<file path="src/rtl/gray_counter.sv">
`default_nettype none
// ============================================================================
//  Module      : gray_counter
//  Description : Up/down binary counter with a registered Gray-code output.
//                Intended as the source side of a clock-domain crossing,
//                for example an async FIFO read or write pointer. The far
//                side decodes the Gray value back to binary.
//
//  Ports       : clk       - system clock, all state changes on rising edge
//                rst       - synchronous, active-high reset
//                en        - count enable, one step per cycle while high
//                up        - direction, 1 = increment, 0 = decrement
//                load      - synchronous load strobe (overrides en)
//                load_bin  - binary value taken when load is high
//                bin       - registered binary count
//                gray      - registered Gray code of bin
//                wrap      - one-cycle pulse, the last step wrapped
//                            modulo 2^WIDTH
//
//  Parameters  : WIDTH     - counter and code width in bits, legal 2..16
//
//  Revision    : 1.0 - initial release
// ============================================================================
module gray_counter #(
    parameter int WIDTH = 4
) (
    input  logic             clk,
    input  logic             rst,
    input  logic             en,
    input  logic             up,
    input  logic             load,
    input  logic [WIDTH-1:0] load_bin,
    output logic [WIDTH-1:0] bin,
    output logic [WIDTH-1:0] gray,
    output logic             wrap
);

    localparam logic [WIDTH-1:0] c_one  = WIDTH'(1);
    localparam logic [WIDTH-1:0] c_zero = '0;

    logic [WIDTH-1:0] r_bin;
    logic [WIDTH-1:0] r_gray;
    logic             r_wrap;

    logic [WIDTH-1:0] w_bin_nxt;
    logic [WIDTH-1:0] w_gray_nxt;
    logic             w_wrap_nxt;

    // Next binary value and wrap flag. Priority below reset is
    // load > en > hold. A wrap is detected on the value being left,
    // not the value being entered, so it marks the step itself.
    always_comb begin
        w_bin_nxt  = r_bin;
        w_wrap_nxt = 1'b0;
        if (load) begin
            w_bin_nxt = load_bin;
        end else if (en) begin
            if (up) begin
                w_bin_nxt  = r_bin + c_one;
                w_wrap_nxt = &r_bin;
            end else begin
                w_bin_nxt  = r_bin - c_one;
                w_wrap_nxt = (r_bin == c_zero);
            end
        end
    end

    // Gray encoding is taken from the next binary value so the gray pin is
    // driven straight from a flop, with no logic after the register that
    // could glitch in front of a synchroniser.
    assign w_gray_nxt = w_bin_nxt ^ (w_bin_nxt >> 1);

    always_ff @(posedge clk) begin
        if (rst) begin
            r_bin  <= '0;
            r_gray <= '0;
            r_wrap <= 1'b0;
        end else begin
            r_bin  <= w_bin_nxt;
            r_gray <= w_gray_nxt;
            r_wrap <= w_wrap_nxt;
        end
    end

    assign bin  = r_bin;
    assign gray = r_gray;
    assign wrap = r_wrap;

endmodule
`default_nettype wire
</file>
<file path="config.mk">
export PLATFORM = sky130hd
export DESIGN_NAME = gray_counter
export DESIGN_NICKNAME = d
export VERILOG_FILES = /design/src/rtl/gray_counter.sv
export SDC_FILE = /design/constraint.sdc
export NUM_CORES = 1
export LEC_CHECK = 0
export BUFFER_PORTS_ARGS = -buffer_cell sky130_fd_sc_hd__clkbuf_2
export CAP_MARGIN = 20
export CORE_AREA = 8 8 45 47
export CTS_CLUSTER_DIAMETER = 120
export DETAILED_ROUTE_END_ITERATION = 10
export DIE_AREA = 0 0 53 55
export GPL_ROUTABILITY_DRIVEN = 1
export PLACE_DENSITY = 0.61
export SLEW_MARGIN = 15
export SYNTH_ARGS = -nofsm -noshare
export SYNTH_HDL_FRONTEND = slang
export SYNTH_SLANG_ARGS = --single-unit
</file>
<file path="constraint.sdc">
create_clock -name clk -period 2 [get_ports clk]
set_input_delay 0.2 -clock clk [delete_from_list [all_inputs] [get_ports clk]]
set_output_delay 0.2 -clock clk [all_outputs]
set_load 0.01 [all_outputs]
</file>
Word level (Yosys, flattened, before mapping)
Cells that the tools add are included.
{"block": "classes", "bitwise": 2, "n_reduce_logical": 3, "n_mux": 4, "addsub": 2}
{"cell": "$mux 4", "count": 3}
{"cell": "$add 4x1->4 const B", "count": 1}
{"cell": "$logic_not 4->1", "count": 1}
{"cell": "$reduce_and 4->1", "count": 1}
{"cell": "$sub 4x1->4 const B", "count": 1}
{"cell": "$xor 4x3->4", "count": 1}
{"cell": "$reduce_or 3->1", "count": 1}
{"cell": "$mux 1", "count": 1}
{"cell": "$not 1->1", "count": 1}
{"block": "word_totals", "ff_bits": 9, "word_cells": 14, "inputBits": 9, "out_inout_bits": 9}

Logic depth before layout (Yosys ltp)
{"block": "logic_depth", "depth_word": 5, "mapped_depth": 6, "ltp_nobuf": 6}

Worst setup path before layout
OpenSTA, ideal clock, no wires.
{"block": "synth_path", "path_type": "register to register", "from": "register r_bin[0], in the netlist bin[0]", "to": "register r_gray[1], in the netlist gray[1]", "setup_slack_ps": 261, "stages_incl_launch_ff": 6, "t_required_ps": 1930, "arrival_ps": 1669, "n_path_buf": 0, "path_cell_list": "dfxtp_1 > fa_1 > mux2_2 > mux2i_1 > o21ai_0 > a21oi_1"}
{"block": "synth_via", "elab_chain_cells": 5, "word_cells_on_any_way": 6, "cone_classes": "add/sub (2); mux (3); bitwise (1)"}
{"item": "start: declaration", "line": "41", "source": "logic [WIDTH-1:0] r_bin;"}
{"item": "start signal: assignment", "line": "79", "source": "r_bin <= w_bin_nxt;"}
{"item": "$sub 4x1->4 / $add 4x1->4 (equally long branches)", "line": "62, 59"}
{"item": "$mux 4 *", "line": "58", "source": "if (up) begin"}
{"item": "$mux 4 *", "line": "57", "source": "end else if (en) begin"}
{"item": "$mux 4 *", "line": "55", "source": "if (load) begin"}
{"item": "$xor 4x3->4 *", "line": "71", "source": "assign w_gray_nxt = w_bin_nxt ^ (w_bin_nxt >> 1);"}
{"item": "end signal: assignment", "line": "80", "source": "r_gray <= w_gray_nxt;"}
{"item": "end: declaration", "line": "42", "source": "logic [WIDTH-1:0] r_gray;"}
Every way passes the cells marked *; elsewhere a longest branch is shown, timed or not.
A chain may end at the register's enable or synchronous reset.

Final worst setup path
Ends and elaborated chain as after synthesis.

==> results.tsv <==
stage	metric	value	unit
synthesis	yosys.area_share.simple	22.5	%
clock_tree	cts_root_buf	clkbuf_4	
routing	wirelength	1120	um
timing	worstMarginPinSlew	0.404	ns
worst_setup_path	crit_path_max_fanout	4	
global_route	grt_use_total	8.77	%
final_layout	synthToLayoutAreaGrowth	25.1	%
synthesis	yosys_warnings	0	
clock_tree	cts_hold_buf	0	
clock_tree	clock-sinks	8	
timing	setup_tns	0	ns
clock_tree	clk_latency	0.25	ns
synthesis	synth_top_family_by_area	simple AND/OR/NAND/NOR gates	
final_layout	fin_cells	88	
worst_hold_path	hp-class	in -> reg	
timing	fin_crit_sh	82.3	%
final_layout	fill_cells	142	
worst_setup_path	worst_ep_required_time	2.18	ns
synthesis	ys_seq_area_share	32.7	%
synthesis	synth-compound-area-share	15.3	%
synthesis	synth-adder-area-share	9.21	%
final_layout	n_antenna_cell	0	
timing	finClkSkew	0.00369	ns
timing	holdWs	0.224	ns
synthesis	ys_types	31	
placement	dp_hpwl	888	um
synthesis	syn_nets	65	
global_route	grt_pass1_wl	1900	um
synthesis	synth_xor_xnor_area_share	5.37	%
pwr	p_leak	0.307	nW
worst_setup_path	startpoint_type	flop	
placement	dp_slack	0.195	ns
outcome	status	completed	
timing	maxSlewHeadroom	72.9	%
clock_tree	cts_resized	0	
routing	antenna_left	0	
routing	viasPerCell	5.24	
floorplanning	start_util	35.4	%
pwr	ir_drop	0.000494	V
floorplanning	pin_count	18	
final_layout	fin_util	44.2	%
worst_setup_path	cp-end-kind	flop	
clock_tree	clk_pin_slew	0.05	ns
timing	rsz0062_at_grt	no	
pwr	clkPwrFrac	27.7	%
global_route	gr-total-overflow	0	
pwr	power_switching	0.128	mW
pwr	power_frac_comb	29.4	%
routing	drt_drc_violations_left	0	
global_route	antenna_found_initial	0	
floorplanning	fp.coreArea	0.00138	sq mm
synthesis	netlist_area	489	sq um
timing	final.min_clock_period	1.65	ns
floorplanning	rows	14	
floorplanning	dieArea	0.00292	sq mm
timing	hold_viol_final	0	
timing	slew_viol_final	0	
placement	dpl.cell_count	85	
clock_tree	cts_setup_buffers	0	
clock_tree	cts_tree	built	
pwr	powerDensity	709	mW/mm^2
synthesis	synth_top_cell_by_area	dfxtp_1	
pwr	p_seq_share	43.0	%
placement	dpl_cell_area	589	sq um
pwr	finalPower	0.434	mW
pwr	p_int	0.305	mW
clock_tree	clock_path_buffers	2	
routing	first_iter_violations	9	
synthesis	yosys_register_bits	8	
pwr	netSwitchingFraction	29.6	%
worst_setup_path	crit_arrival	1.83	ns
final_layout	final_cell_area	612	sq um
global_route	grt_pass1_vias	453	
timing	setup_viol	0	
placement	gp_congestion	0.747	
global_route	grt_max_degree	12	
flow_run	max_cap_violations	0	
floorplanning	die_w	53	um
clock_tree	cts-htree-levels	1	
synthesis	synthMuxAreaShare	8.44	%
synthesis	synthDominantCellAreaShare	32.7	%
synthesis	syn_area_per_cell	9.23	sq um
routing	first_pass_iters	4	
routing	vias	461	
synthesis	synthCells	53	
routing	drt-wirelength-per-cell	12.8	um
final_layout	nets	86	
placement	numPortBuffers	17	
synthesis	synthTopCellsByArea	dfxtp_1 33%, mux2i_1 6.1%, ha_1 5.1%, nor2_1 4.6%, fa_1 4.1%	
timing	fmax	608	MHz
final_layout	final_layout_size_suffix_gt1_share	33.3	%
timing	fin_ws	0.354	ns
worst_setup_path	worstSetupPathType	reg -> reg	
floorplanning	die_height	55	um
clock_tree	tritoncts.num_buffers	3	
critical path, stage by stage (launching register included):
cell     delay (ns)
dfxtp_1        0.35
fa_1           0.41
mux2_2         0.27
mux2i_1        0.26
o21ai_0        0.14
a21oi_1        0.15
registers in the layout, summed over array words and instances (netlist names):
name  count
wrap      1
gray      3
bin       4
kinds of logic after synthesis:
family | Yosys count
buf+inv | 6
fa+ha+maj | 3
simple gates | 18
xor+xnor | 3
mux | 4
flops | 8
compound gates | 11
routing by layer:
layer / GRT usage [%] / wire length, um / vias to the layer above
met5: 0 / 0 / -
met2: 13.7 / 452 / 18
met1: 10.1 / 549 / 210
met3: 5.61 / 121 / 0
met4: 1.29 / 0 / 0
li1: - / - / 233
cell usage in the layout, fill, tap and decap left out, types with 2 or more instances in the layout:
cell type	count
xnor2_1	2
clkbuf_2	17
dfxtp_1	8
clkbuf_4	3
buf_4	2
nor2_1	6
a21oi_1	3
inv_1	3
or3_1	2
mux2i_1	3
ha_1	2
worst paths after layout:
kind	startpoint	to	slack, ns	cells past startpoint
worst max-delay path	bin[0]	gray[1]	0.35	5
worst max register to register	bin[0]	gray[1]	0.35	5
worst min-delay path	rst	gray[1]	0.22	2
worst min register to register	bin[2]	wrap	0.68	4
Yosys cell counts (all sizes together):
master	instances
a211oi	1
a21o	1
a21oi	3
a221o	1
a22oi	1
a31oi	1
buf	3
dfxtp	8
fa	1
ha	2
inv	3
mux2	1
mux2i	3
nand2	1
nand3	2
nand3b	1
nand4	1
nor2	6
nor3b	1
nor4	1
nor4b	1
nor4bb	1
o21ai	1
o21bai	1
o2bb2ai	1
or3	2
or4b	1
xnor2	2
xor2	1
power by group through the flow:
| stage | registers, mW | logic, mW | clock network (mW) |
|---|---|---|---|
| finish | 0.186 | 0.127 | 0.120 |
| global route | 0.189 | 0.143 | 0.133 |
| CTS | 0.187 | 0.129 | 0.124 |
| detailed placement | 0.190 | 0.128 | 0 |
| global placement | 0.190 | 0.127 | 0 |
| floorplan | 0.200 | 0.0744 | 0 |
cell type report:
class	count	area (sq um)	share of cell area, %
Timing Repair Buffer	19	100	16.4
Multi-Input combinational cell	39	298	48.7
Sequential cell	8	160	26.2
Clock buffer	3	22.5	3.68
Inverter	3	11.3	1.84
Tap cell	16	20.0	3.27
Power figures use the tool's default switching activity.
